$ cat config.mk
export PLATFORM = sky130hd
export DESIGN_NAME = lzw_segment_reverse
export DESIGN_NICKNAME = d
export VERILOG_FILES = /design/src/rtl/lzw_segment_reverse.sv
export SDC_FILE = /design/constraint.sdc
export NUM_CORES = 1
export LEC_CHECK = 0
export CAP_MARGIN = 20
export CELL_PAD_IN_SITES_DETAIL_PLACEMENT = 1
export CELL_PAD_IN_SITES_GLOBAL_PLACEMENT = 1
export CORE_ASPECT_RATIO = 0.6
export CORE_UTILIZATION = 50
export DETAILED_ROUTE_END_ITERATION = 6
export HOLD_SLACK_MARGIN = 0.08
export PLACE_DENSITY = 0.74
export SLEW_MARGIN = 20
export SYNTH_ARGS = -nofsm -noshare
export SYNTH_HDL_FRONTEND = slang
export SYNTH_SLANG_ARGS = --single-unit
$ cat constraint.sdc
create_clock -name I_sys_clk -period 10.2 [get_ports I_sys_clk]
set_input_delay 1.02 -clock I_sys_clk [delete_from_list [all_inputs] [get_ports I_sys_clk]]
set_output_delay 1.02 -clock I_sys_clk [all_outputs]
set_load 0.05 [all_outputs]
$ cat src/rtl/lzw_segment_reverse.sv
// lzw_segment_reverse: buffers descriptor-framed segments in a two-bank
// ping-pong store and replays each one in original or reversed beat order.
// One bank fills while the other drains, so steady-state throughput is one
// beat per cycle once a segment has been fully buffered.
module lzw_segment_reverse #(
  parameter int DATA_W  = 8,
  parameter int MAX_SEG = 32,
  parameter int LEN_W   = 6,
  parameter int CNT_W   = 16
) (
  input  logic              I_sys_clk,
  input  logic              I_sys_rst_n,
  input  logic              I_state_clr,
  input  logic [LEN_W-1:0]  I_seg_len,
  input  logic              I_seg_rev,
  input  logic              I_seg_valid,
  output logic              O_seg_ready,
  input  logic [DATA_W-1:0] I_data,
  input  logic              I_data_valid,
  output logic              O_data_ready,
  output logic [DATA_W-1:0] O_data,
  output logic              O_data_valid,
  output logic              O_data_last,
  input  logic              I_data_ready,
  output logic [CNT_W-1:0]  O_seg_cnt,
  output logic [CNT_W-1:0]  O_err_cnt
);

  localparam int               AW      = $clog2(MAX_SEG);
  localparam logic [LEN_W-1:0] MAX_LEN = LEN_W'(MAX_SEG);
  localparam logic [CNT_W-1:0] CNT_TOP = '1;

  typedef enum logic {W_IDLE, W_FILL} w_state_t;
  typedef enum logic {R_IDLE, R_DRAIN} r_state_t;

  // Counter increment that sticks at all-ones.
  function automatic logic [CNT_W-1:0] sat_inc(input logic [CNT_W-1:0] cnt);
    return (cnt == CNT_TOP) ? cnt : cnt + 1'b1;
  endfunction

  // First read address of a bank: top of the segment when reversing.
  function automatic logic [AW-1:0] start_idx(input logic [LEN_W-1:0] len,
                                              input logic             rev);
    return rev ? AW'(len - 1'b1) : '0;
  endfunction

  // Read address walk; wraps modulo the bank depth.
  function automatic logic [AW-1:0] step_idx(input logic [AW-1:0] idx,
                                             input logic          rev);
    return rev ? idx - 1'b1 : idx + 1'b1;
  endfunction

  // Storage: bank index is the MSB of the address.
  logic [DATA_W-1:0] mem [2*MAX_SEG];
  logic [LEN_W-1:0]  bank_len [2];
  logic [1:0]        bank_rev;
  logic [1:0]        full, full_nxt;
  logic              wr_bank, rd_bank, nxt_bank;

  // Write side
  w_state_t          w_state, w_state_nxt;
  logic [AW-1:0]     w_addr, w_last;
  logic [LEN_W-1:0]  w_len;
  logic              w_rev;
  logic              desc_acc, beat_acc, fill_done;
  logic              len_zero, len_over, desc_err;
  logic [LEN_W-1:0]  len_clamp;

  // Read side
  r_state_t          r_state, r_state_nxt;
  logic [AW-1:0]     rd_idx, nxt_start;
  logic [LEN_W-1:0]  rd_left;
  logic              rd_rev;
  logic              hs, last_hs, chain, issue, start_rd;

  assign len_zero  = (I_seg_len == '0);
  assign len_over  = (I_seg_len > MAX_LEN);
  assign len_clamp = len_over ? MAX_LEN : I_seg_len;
  assign desc_err  = desc_acc && (len_zero || len_over);

  assign O_seg_ready  = I_sys_rst_n && (w_state == W_IDLE) && !full[wr_bank];
  assign O_data_ready = I_sys_rst_n && (w_state == W_FILL);
  assign desc_acc     = I_seg_valid && O_seg_ready;
  assign beat_acc     = I_data_valid && O_data_ready;
  assign fill_done    = beat_acc && (w_addr == w_last);

  assign hs        = O_data_valid && I_data_ready;
  assign last_hs   = hs && O_data_last;
  assign nxt_bank  = ~rd_bank;
  assign chain     = last_hs && full[nxt_bank];
  assign issue     = (r_state == R_DRAIN) && (rd_left != '0) &&
                     (!O_data_valid || I_data_ready);
  assign start_rd  = (r_state == R_IDLE) && full[rd_bank];
  assign nxt_start = start_idx(bank_len[nxt_bank], bank_rev[nxt_bank]);

  // Write FSM state register.
  always_ff @(posedge I_sys_clk) begin
    if (!I_sys_rst_n) w_state <= W_IDLE;
    else              w_state <= w_state_nxt;
  end

  // Write FSM next state: zero-length descriptors are consumed without a fill.
  always_comb begin
    w_state_nxt = w_state;
    case (w_state)
      W_IDLE:  if (desc_acc && !len_zero) w_state_nxt = W_FILL;
      W_FILL:  if (fill_done) w_state_nxt = W_IDLE;
      default: w_state_nxt = W_IDLE;
    endcase
  end

  // Latch the (clamped) descriptor and advance the fill address per beat.
  always_ff @(posedge I_sys_clk) begin
    if (desc_acc) begin
      w_len  <= len_clamp;
      w_rev  <= I_seg_rev;
      w_last <= AW'(len_clamp - 1'b1);
      w_addr <= '0;
    end else if (beat_acc) begin
      w_addr <= w_addr + 1'b1;
    end
  end

  // Beat storage write port.
  always_ff @(posedge I_sys_clk) begin
    if (beat_acc) mem[{wr_bank, w_addr}] <= I_data;
  end

  // Bank occupancy: set and clear can hit different banks in the same cycle.
  always_comb begin
    full_nxt = full;
    if (last_hs)   full_nxt[rd_bank] = 1'b0;
    if (fill_done) full_nxt[wr_bank] = 1'b1;
  end

  // Bank flags and ping-pong pointers.
  always_ff @(posedge I_sys_clk) begin
    if (!I_sys_rst_n) begin
      full    <= '0;
      wr_bank <= 1'b0;
      rd_bank <= 1'b0;
    end else begin
      full <= full_nxt;
      if (fill_done) wr_bank <= ~wr_bank;
      if (last_hs)   rd_bank <= ~rd_bank;
    end
  end

  // Segment metadata recorded when a bank completes.
  always_ff @(posedge I_sys_clk) begin
    if (fill_done) begin
      bank_len[wr_bank] <= w_len;
      bank_rev[wr_bank] <= w_rev;
    end
  end

  // Read FSM state register.
  always_ff @(posedge I_sys_clk) begin
    if (!I_sys_rst_n) r_state <= R_IDLE;
    else              r_state <= r_state_nxt;
  end

  // Read FSM next state: stay draining when the other bank is already full.
  always_comb begin
    r_state_nxt = r_state;
    case (r_state)
      R_IDLE:  if (full[rd_bank]) r_state_nxt = R_DRAIN;
      R_DRAIN: if (last_hs && !chain) r_state_nxt = R_IDLE;
      default: r_state_nxt = R_IDLE;
    endcase
  end

  // Read index and remaining-beat count; a chained bank skips its first beat
  // because that beat goes straight into the output register.
  always_ff @(posedge I_sys_clk) begin
    if (start_rd) begin
      rd_idx  <= start_idx(bank_len[rd_bank], bank_rev[rd_bank]);
      rd_left <= bank_len[rd_bank];
      rd_rev  <= bank_rev[rd_bank];
    end else if (chain) begin
      rd_idx  <= step_idx(nxt_start, bank_rev[nxt_bank]);
      rd_left <= bank_len[nxt_bank] - 1'b1;
      rd_rev  <= bank_rev[nxt_bank];
    end else if (issue) begin
      rd_idx  <= step_idx(rd_idx, rd_rev);
      rd_left <= rd_left - 1'b1;
    end
  end

  // Output register: holds while stalled, refills on handshake or when empty.
  always_ff @(posedge I_sys_clk) begin
    if (!I_sys_rst_n) begin
      O_data       <= '0;
      O_data_valid <= 1'b0;
      O_data_last  <= 1'b0;
    end else if (chain) begin
      O_data       <= mem[{nxt_bank, nxt_start}];
      O_data_valid <= 1'b1;
      O_data_last  <= (bank_len[nxt_bank] == LEN_W'(1));
    end else if (last_hs) begin
      O_data_valid <= 1'b0;
      O_data_last  <= 1'b0;
    end else if (issue) begin
      O_data       <= mem[{rd_bank, rd_idx}];
      O_data_valid <= 1'b1;
      O_data_last  <= (rd_left == LEN_W'(1));
    end
  end

  // Statistics: clear has priority over a coincident increment.
  always_ff @(posedge I_sys_clk) begin
    if (!I_sys_rst_n || I_state_clr) begin
      O_seg_cnt <= '0;
      O_err_cnt <= '0;
    end else begin
      if (last_hs)  O_seg_cnt <= sat_inc(O_seg_cnt);
      if (desc_err) O_err_cnt <= sat_inc(O_err_cnt);
    end
  end

endmodule

==> results of run 1 <==
-- metrics by stage --
step           worst slack [ns]  instances  power [W]  utilization, %  hold slack (ns)
5_1_grt                    4.31       2943    0.00507            56.1            0.468
3_5_place_dp               4.73       2836    0.00286            53.0            0.442
2_1_floorplan              6.50       2121    0.00280               -            0.421
4_1_cts                    4.72       2942    0.00498            56.1            0.451
6_report                   4.53       2944    0.00497            56.2            0.448
3_3_place_gp               5.01       2835    0.00285            52.9            0.437
-- routing by layer --
layer / vias to the layer above / routed length (µm)
met1: 10800 / 42800
met4: 6 / 2990
met3: 203 / 14200
li1: 8454 / -
met5: - / 39
met2: 1447 / 42000
-- flip-flops by register name (all words and copies together) (netlist names), 5 cells and up, named ones only --
register   flops
mem          512
O_err_cnt     16
O_seg_cnt     16
bank_len      12
O_data         8
rd_left        6
w_len          6
rd_idx         5
w_addr         5
w_last         5
-- worst max-delay path: cells and delay by family, from the launching register on --
| kind | cells | cell delay, ns |
|---|---|---|
| AND/OR/NAND/NOR | 1 | 0.81 |
| multiplexers | 1 | 0.90 |
| flip-flops | 1 | 0.64 |
| AO/OA/AOI/OAI | 5 | 1.36 |
| adder cells (fa/ha/maj) | 1 | 0.77 |
| buffers and inverters | 3 | 1.03 |
-- power breakdown --
group | switching (W) | leakage [nW] | internal (W)
clock network | 0.000985 | 0.880 | 0.00118
registers | 0.00000820 | 5.38 | 0.00270
logic | 0.0000693 | 4.05 | 0.0000242
-- synthesized netlist by cell type (all sizes together) (5+ instances only) --
master / instances
o2111ai: 8
xor2: 28
inv: 13
nor2b: 14
buf: 88
edfxtp: 550
a32oi: 19
nor4bb: 7
nor2: 130
a211o: 18
and3: 54
clkbuf: 71
a211oi: 42
a21oi: 77
dfxtp: 54
ha: 13
or3: 6
o22ai: 52
a311oi: 28
mux4: 150
o21ai: 39
o221ai: 20
a221oi: 16
a21boi: 11
or2: 6
nand3: 63
o311ai: 5
nand4: 14
o32a: 8
nor3b: 5
mux2: 24
and2: 10
nand2: 235
a31oi: 9
nand2b: 8
a21o: 6
nor3: 22
nor4: 11
o21a: 6
xnor2: 31
mux2i: 95
-- area by class of cell --
cell class,count,area [µm²],share of cell area [%]
Antenna cell,1,2.50,0.00770
Clock buffer,75,1490,4.60
Clock inverter,31,323,0.994
Inverter,15,56.3,0.173
Multi-Input combinational cell,1343,11100,34.2
Sequential cell,604,17600,54.2
Tap cell,770,963,2.97
Timing Repair Buffer,105,945,2.91
-- cell usage in the layout (no fill, tap or decap), types with 19 or more instances in the layout --
cell type        netlist  layout
nand2_1              234     233
xnor2_1               30      30
xor2_1                27      27
a32oi_1               19      19
nor2_1               130     127
nand3_1               63      63
clkdlybuf4s50_1        0      56
o221ai_1              20      20
o22ai_1               52      52
dfxtp_1               54      53
mux2i_1               93      93
mux4_2               150     150
a311oi_1              28      28
and3_1                54      54
buf_4                 15      41
a21oi_1               77      77
clkbuf_16              0      57
o21ai_0               39      39
mux2_2                24      24
edfxtp_1             550     550
nor3_1                22      20
a211oi_1              42      42
-- cells by family (layout without fill, tap and decap cells) --
logic type / count (synthesis) / count (layout)
other: 0 / 1
adders and majority gates: 14 / 14
buffers and inverters: 174 / 226
xor gates and xnor gates: 59 / 59
and+or+nand+nor: 602 / 602
DFF: 604 / 604
muxes: 269 / 269
AOI/OAI and AO/OA: 399 / 399
-- worst max path at each step --
stage / slack [ns] / cells after the start / to / from
finish: 4.53 / 11 / O_data[1] / bank_len[0][0]
global route: 4.31 / 11 / O_data[1] / bank_len[0][0]
CTS: 4.72 / 11 / O_data[1] / bank_len[0][0]
detailed placement: 4.73 / 11 / O_data[2] / bank_len[0][0]
global placement: 5.01 / 11 / O_data[7] / bank_len[0][0]
floorplan: 6.50 / 16 / O_data[3] / rd_bank
==> impl_results.md, run 1 <==
- Crit-path cells: mux2i_4 > ha_1 > clkinv_1 > buf_4 > nand2_2 > buf_4 > o21ai_0 > o22ai_1 > a2bb2oi_1 > a32oi_1 > o41ai_2
- Asr flop ratio synth: 0%
- Root buf cell: clkbuf_16
- Crit path required time: 10.74 ns
- Final setup fails: 0
- GR Util met1: 52.3%
- Yosys top cell by area: edfxtp_1
- Vert. Die Dim: 190 µm
- # rows: 68
- Worst Tran Pin Value: 1.22 ns
- CTS hold repair buffers: 0
- Compound-gate portion of the synthesized area: 9.74%
- CTS Buffer Depth: 3
- Largest net degree at the start of global routing: 111
- Routed via count: 20900
- Ys flop type: edfxtp_1
- Relative slew slack: 18.6%
- Register area share after synthesis: 59.7%
- Status: finished, final reports clean
- Initial Util: 51.0%
- Final Hold Viols: 0
- Share of layout cells above drive strength 1: 15.3%
- Yosys cell types: 80
- Drt wl/cell: 34.7 µm
- Top Usage Layer GRT: met1
- Worst-path cell with the longest stage delay: mux2i_4
- Share of the synthesized area in the top cell type: 56.0%
- Hold Crit Start: w_len[0]
- Full die area: 0.0600 mm²
- Placer Congestion: 0.935
- First-pass GRT wire length: 148 mm
- # fillers: 5503
- Critical path capture point type: flip-flop
- Hold path cells: 0
- Vias in the first global route: 20400
- Setup TNS Final: 0 ns
- Post-synthesis simple-gate area fraction: 9.62%
- Total global-route track usage: 34.4%
- Critical Path AT: 6.21 ns
- Most used cell, CP: buf_4
- Max_cap viols: 0
- RSZ-0062 raised after global routing: no
- Synth Area in XOR/XNOR: 1.80%
- Syn_nets: 2156
- Grt met2 use: 46.5%
- I/O pin count: 65
- Crit-path max cell delay: 0.90 ns
- Drt pass-1 iters: 7
- Final worst-path cycle share: 55.6%
- Clk pin slew, worst setup/hold paths: 0.07 ns
- H-tree depth: 2
- Postcts setup bufs: 0
- Mean cell area of the mapped netlist: 13.9 µm²
- CP Max Fanout: 44
- GR Overflow Total: 0
- Synth top area cells: edfxtp_1 56%, mux4_2 11%, dfxtp_1 3.7%
- Lkg Pwr: 10.3 nW
- Port Buffers: 64
- FMAX: 176 MHz
- EDFF count, synth: 550
- Post-DP Area: 0.0307 mm²
- HP Class: flip-flop to flip-flop
- Yosys warns: 0
- Worst Hold End: bank_len[1][0]
- Minimum clock period: 5.67 ns
- CTS tree: yes
- Fin Clk Skew: 0.0282 ns
- FF-to-FF End: O_data[1]
- PD cells: 153 mW/mm²
- Die Wd: 315 µm
- DPL Wire Length: 66.4 mm
- Adder-cell share of the synthesized area: 0.620%
- Drt via density: 7.09
- CTS Buf Count: 57
- Mux contribution to synthesized area: 15.7%
- Reg2Reg Depth: 11
- Post_cts resized: 0
- Clk sinks: 604
- Maximum VDD drop: 0.136 mV
- Routed Antenna Nets: 0
- Area Overhead vs Synth: 10.2%
- Met3 usage: 11.2%
- FF-to-FF Start: bank_len[0][0]
- Critical Path Source Type: flip-flop
- Initial antenna violation count: 5
- Worst-Skew Late Latency: 0.66 ns
- Layout Nets: 2161
- DRC viols: 0
- Synth Instances: 2121
- R2R Setup Slk: 4.53 ns
- CP Class: flip-flop to flip-flop
- Slew Viols, Final: 0
- Cell Area, Synth: 0.0295 mm²
- Final design area excluding fillers: 0.0325 mm²
- Core ar.: 0.0579 mm²
- Combinational family with the most area after synthesis: multiplexers
- Iteration-0 DRC Markers: 3153
- Synth Register Bits: 604
- Post-Route WL: 102 mm
Note: power is estimated with default switching activity, not from simulation.
==> run 2, diff against run 1 <==
--- a/config.mk
+++ b/config.mk
@@ -9,7 +9,7 @@
 export CELL_PAD_IN_SITES_DETAIL_PLACEMENT = 1
 export CELL_PAD_IN_SITES_GLOBAL_PLACEMENT = 1
 export CORE_ASPECT_RATIO = 0.6
-export CORE_UTILIZATION = 50
+export CORE_UTILIZATION = 48
 export DETAILED_ROUTE_END_ITERATION = 6
 export HOLD_SLACK_MARGIN = 0.08
 export PLACE_DENSITY = 0.74
==> constraint.sdc (replaced) <==
create_clock -name I_sys_clk -period 5 [get_ports I_sys_clk]
set_input_delay 0.5 -clock I_sys_clk [delete_from_list [all_inputs] [get_ports I_sys_clk]]
set_output_delay 0.5 -clock I_sys_clk [all_outputs]
set_load 0.05 [all_outputs]
==> run 2 against run 1 <==
Effect of this change:
- clock-buffer cell count shrank 9
- critical endpoint is now O_data[4]
- largest cell class unchanged
- largest power group unchanged
- highest routed layer is now met4
- non-clock buffer count grew 72
- clock skew grew 0.0036 ns
- clock power grew 120%
- first-iteration DRC count grew 8.2%
==> impl_results.md, run 2 (synthesis gave the netlist of run 1 again) <==
- Status: finished, final reports clean
- Post-Route WL: 105 mm (+3.1%)
- Core ar.: 0.0599 mm² (+3.6%)
- Minimum clock period: 4.56 ns (-1.12 ns)
- Area Overhead vs Synth: 12.9%
- Vert. Die Dim: 194 µm (+2.0%)
- Routed via count: 21300 (+1.9%)
- Relative slew slack: 20.7% (+2.1 points)
- Full die area: 0.0624 mm² (+4.1%)
- Share of layout cells above drive strength 1: 18.8% (+3.4 points)
- Postcts setup bufs: 0 (unchanged)
- I/O pin count: 65 (unchanged)
- CTS tree: yes
- Post_cts resized: 0 (unchanged)
- Fin Clk Skew: 0.0318 ns (+0.00357 ns)
- Maximum VDD drop: 0.256 mV (+87%)
- Placer Congestion: 0.948 (+1.5%)
- Pre-CTS setup slack: 0.613 ns (-4.11 ns)
- Worst Tran Pin Value: 1.19 ns (-0.0339 ns)
- Drt pass-1 iters: 5 (-2)
- CP Class: flip-flop to flip-flop
- Final worst slack: 0.445 ns (-4.08 ns)
- Largest net degree at the start of global routing: 107 (-3.6%)
- H-tree depth: 2 (unchanged)
- Vias in the first global route: 21100 (+3.5%)
- Lkg Pwr: 10.8 nW (+4.6%)
- Crit path required time: 5.57 ns (-5.17 ns)
- Initial Util: 49.2% (-1.8 points)
- Worst setup path start: rd_bank
- Slew Viols, Final: 0 (unchanged)
- Routed Antenna Nets: 0 (unchanged)
- Drt via density: 6.95 (-2.0%)
- First-pass GRT wire length: 152 mm (+2.7%)
- Clk sinks: 604 (unchanged)
- # rows: 69 (+1.5%)
- Port Buffers: 64 (unchanged)
- Critical Path Source Type: flip-flop
- Drt wl/cell: 34.4 µm (-0.87%)
- Root buf cell: clkbuf_16
- Total Power: 0.0104 W (+110%)
- Multi-input logic area: 0.0111 mm² (-0.11%)
- # fillers: 5743 (+4.4%)
- CP Max Fanout: 21 (-52%)
- Storage cell area: 0.0176 mm² (unchanged)
- Clk pin slew, worst setup/hold paths: 0.07 ns (about the same)
- Largest registers: mem (512), O_err_cnt (16), O_seg_cnt (16)
- Total global-route track usage: 33.7% (-0.69 points)
- Critical path capture point type: flip-flop
- Initial antenna violation count: 3 (-2)
- FMAX: 220 MHz (+25%)
- DPL Wire Length: 70.6 mm (+6.4%)
- Setup TNS Final: 0 ns (unchanged)
- Die Wd: 322 µm (+2.0%)
- Final worst-path cycle share: 91.1% (+35 points)
- R2R Setup Slk: 0.44 ns (-4.08 ns)
- Layout Nets: 2232 (+3.3%)
- CTS hold repair buffers: 0 (unchanged)
- Commonest non-fill, non-tap cell in the layout: edfxtp_1
- FF-to-FF Start: rd_bank
- Final Hold Viols: 0 (unchanged)
- CTS Buf Count: 56 (-1.8%)
- HP Class: input pin to flip-flop
- Max reg flops: 512 (unchanged)
- Most flops, register: mem
- DRC viols: 0 (unchanged)
- PD cells: 313 mW/mm² (+100%)
- CTS Buffer Depth: 3 (unchanged)
- RSZ-0062 raised after global routing: no
- Iteration-0 DRC Markers: 3410 (+8.2%)
- GR Overflow Total: 0 (unchanged)
- Max_cap viols: 0 (unchanged)
- Final setup fails: 0 (unchanged)
- Most used cells in the layout excluding fill and tap cells: 550 x edfxtp_1, 233 x nand2_1, 150 x mux4_2
- Critical Path AT: 5.13 ns (-1.08 ns)
- Worst-Skew Late Latency: 0.68 ns (+0.02 ns)
- Hold Crit Start: I_seg_rev
run 2: cell types whose count changed in the layout (fill, tap and decap cells not counted), sizes merged:
cell | before | now
clkbuf | 75 | 66
bufinv | 6 | 8
clkinvlp | 2 | 6
clkinv | 24 | 22
buf | 49 | 121
inv | 14 | 18
run 2: power by group:
part / switching (W) / internal [W] / leakage, nW
Clock: 0.00210 / 0.00260 / 0.960
Sequential: 0.0000176 / 0.00551 / 5.38
Combinational: 0.000143 / 0.0000515 / 4.44
Total: 0.00226 / 0.00817 / 10.8
run 2: final cells by class:
class                      instances  share of cell area [%]
multi-input combinational       1343                    33.3
clock buffer                      66                    4.54
antenna                            1                 0.00752
tap                              816                    3.07
sequential                       604                    52.9
timing repair buffer             177                    4.65
inverter                          15                   0.169
clock inverter                    39                    1.35
run 2: final timing paths:
kind                                       end  depth (start not counted)
worst min register to register  bank_len[0][5]                          0
worst max-delay path                 O_data[4]                         10
worst max register to register       O_data[4]                         10
worst min-delay path                     w_rev                          1
run 2: through the flow:
stage               std cells  util (%)  cell area (µm²)  hold slack [ns]
detailed placement       2954      52.3            31300            0.439
CTS                      3059      55.5            33300            0.399
global placement         2954      52.3            31300            0.431
global route             3060      55.5            33300            0.421
floorplan                2121         -            29500            0.421
finish                   3061      55.5            33300            0.415
run 2: routing by layer:
| metal | global-route usage, % | vias to the layer above | part of all wire (%) |
|---|---|---|---|
| met5 | 0 | - | 0 |
| met4 | 7.71 | 0 | 2.2 |
| met3 | 10.9 | 184 | 13 |
| met2 | 46.6 | 1394 | 42 |
| met1 | 51.2 | 11100 | 42 |
| li1 | - | 8599 | - |
run 2: worst max-delay path, stage by stage, from the launching register on:
cell	delay, ns
dfxtp_2	0.69
mux2i_1	0.40
ha_1	0.56
nor4bb_1	0.48
o21ai_0	0.19
and2_1	0.29
a21oi_1	0.64
buf_4	0.32
a211oi_1	0.08
or4_1	0.56
a32oi_1	0.25
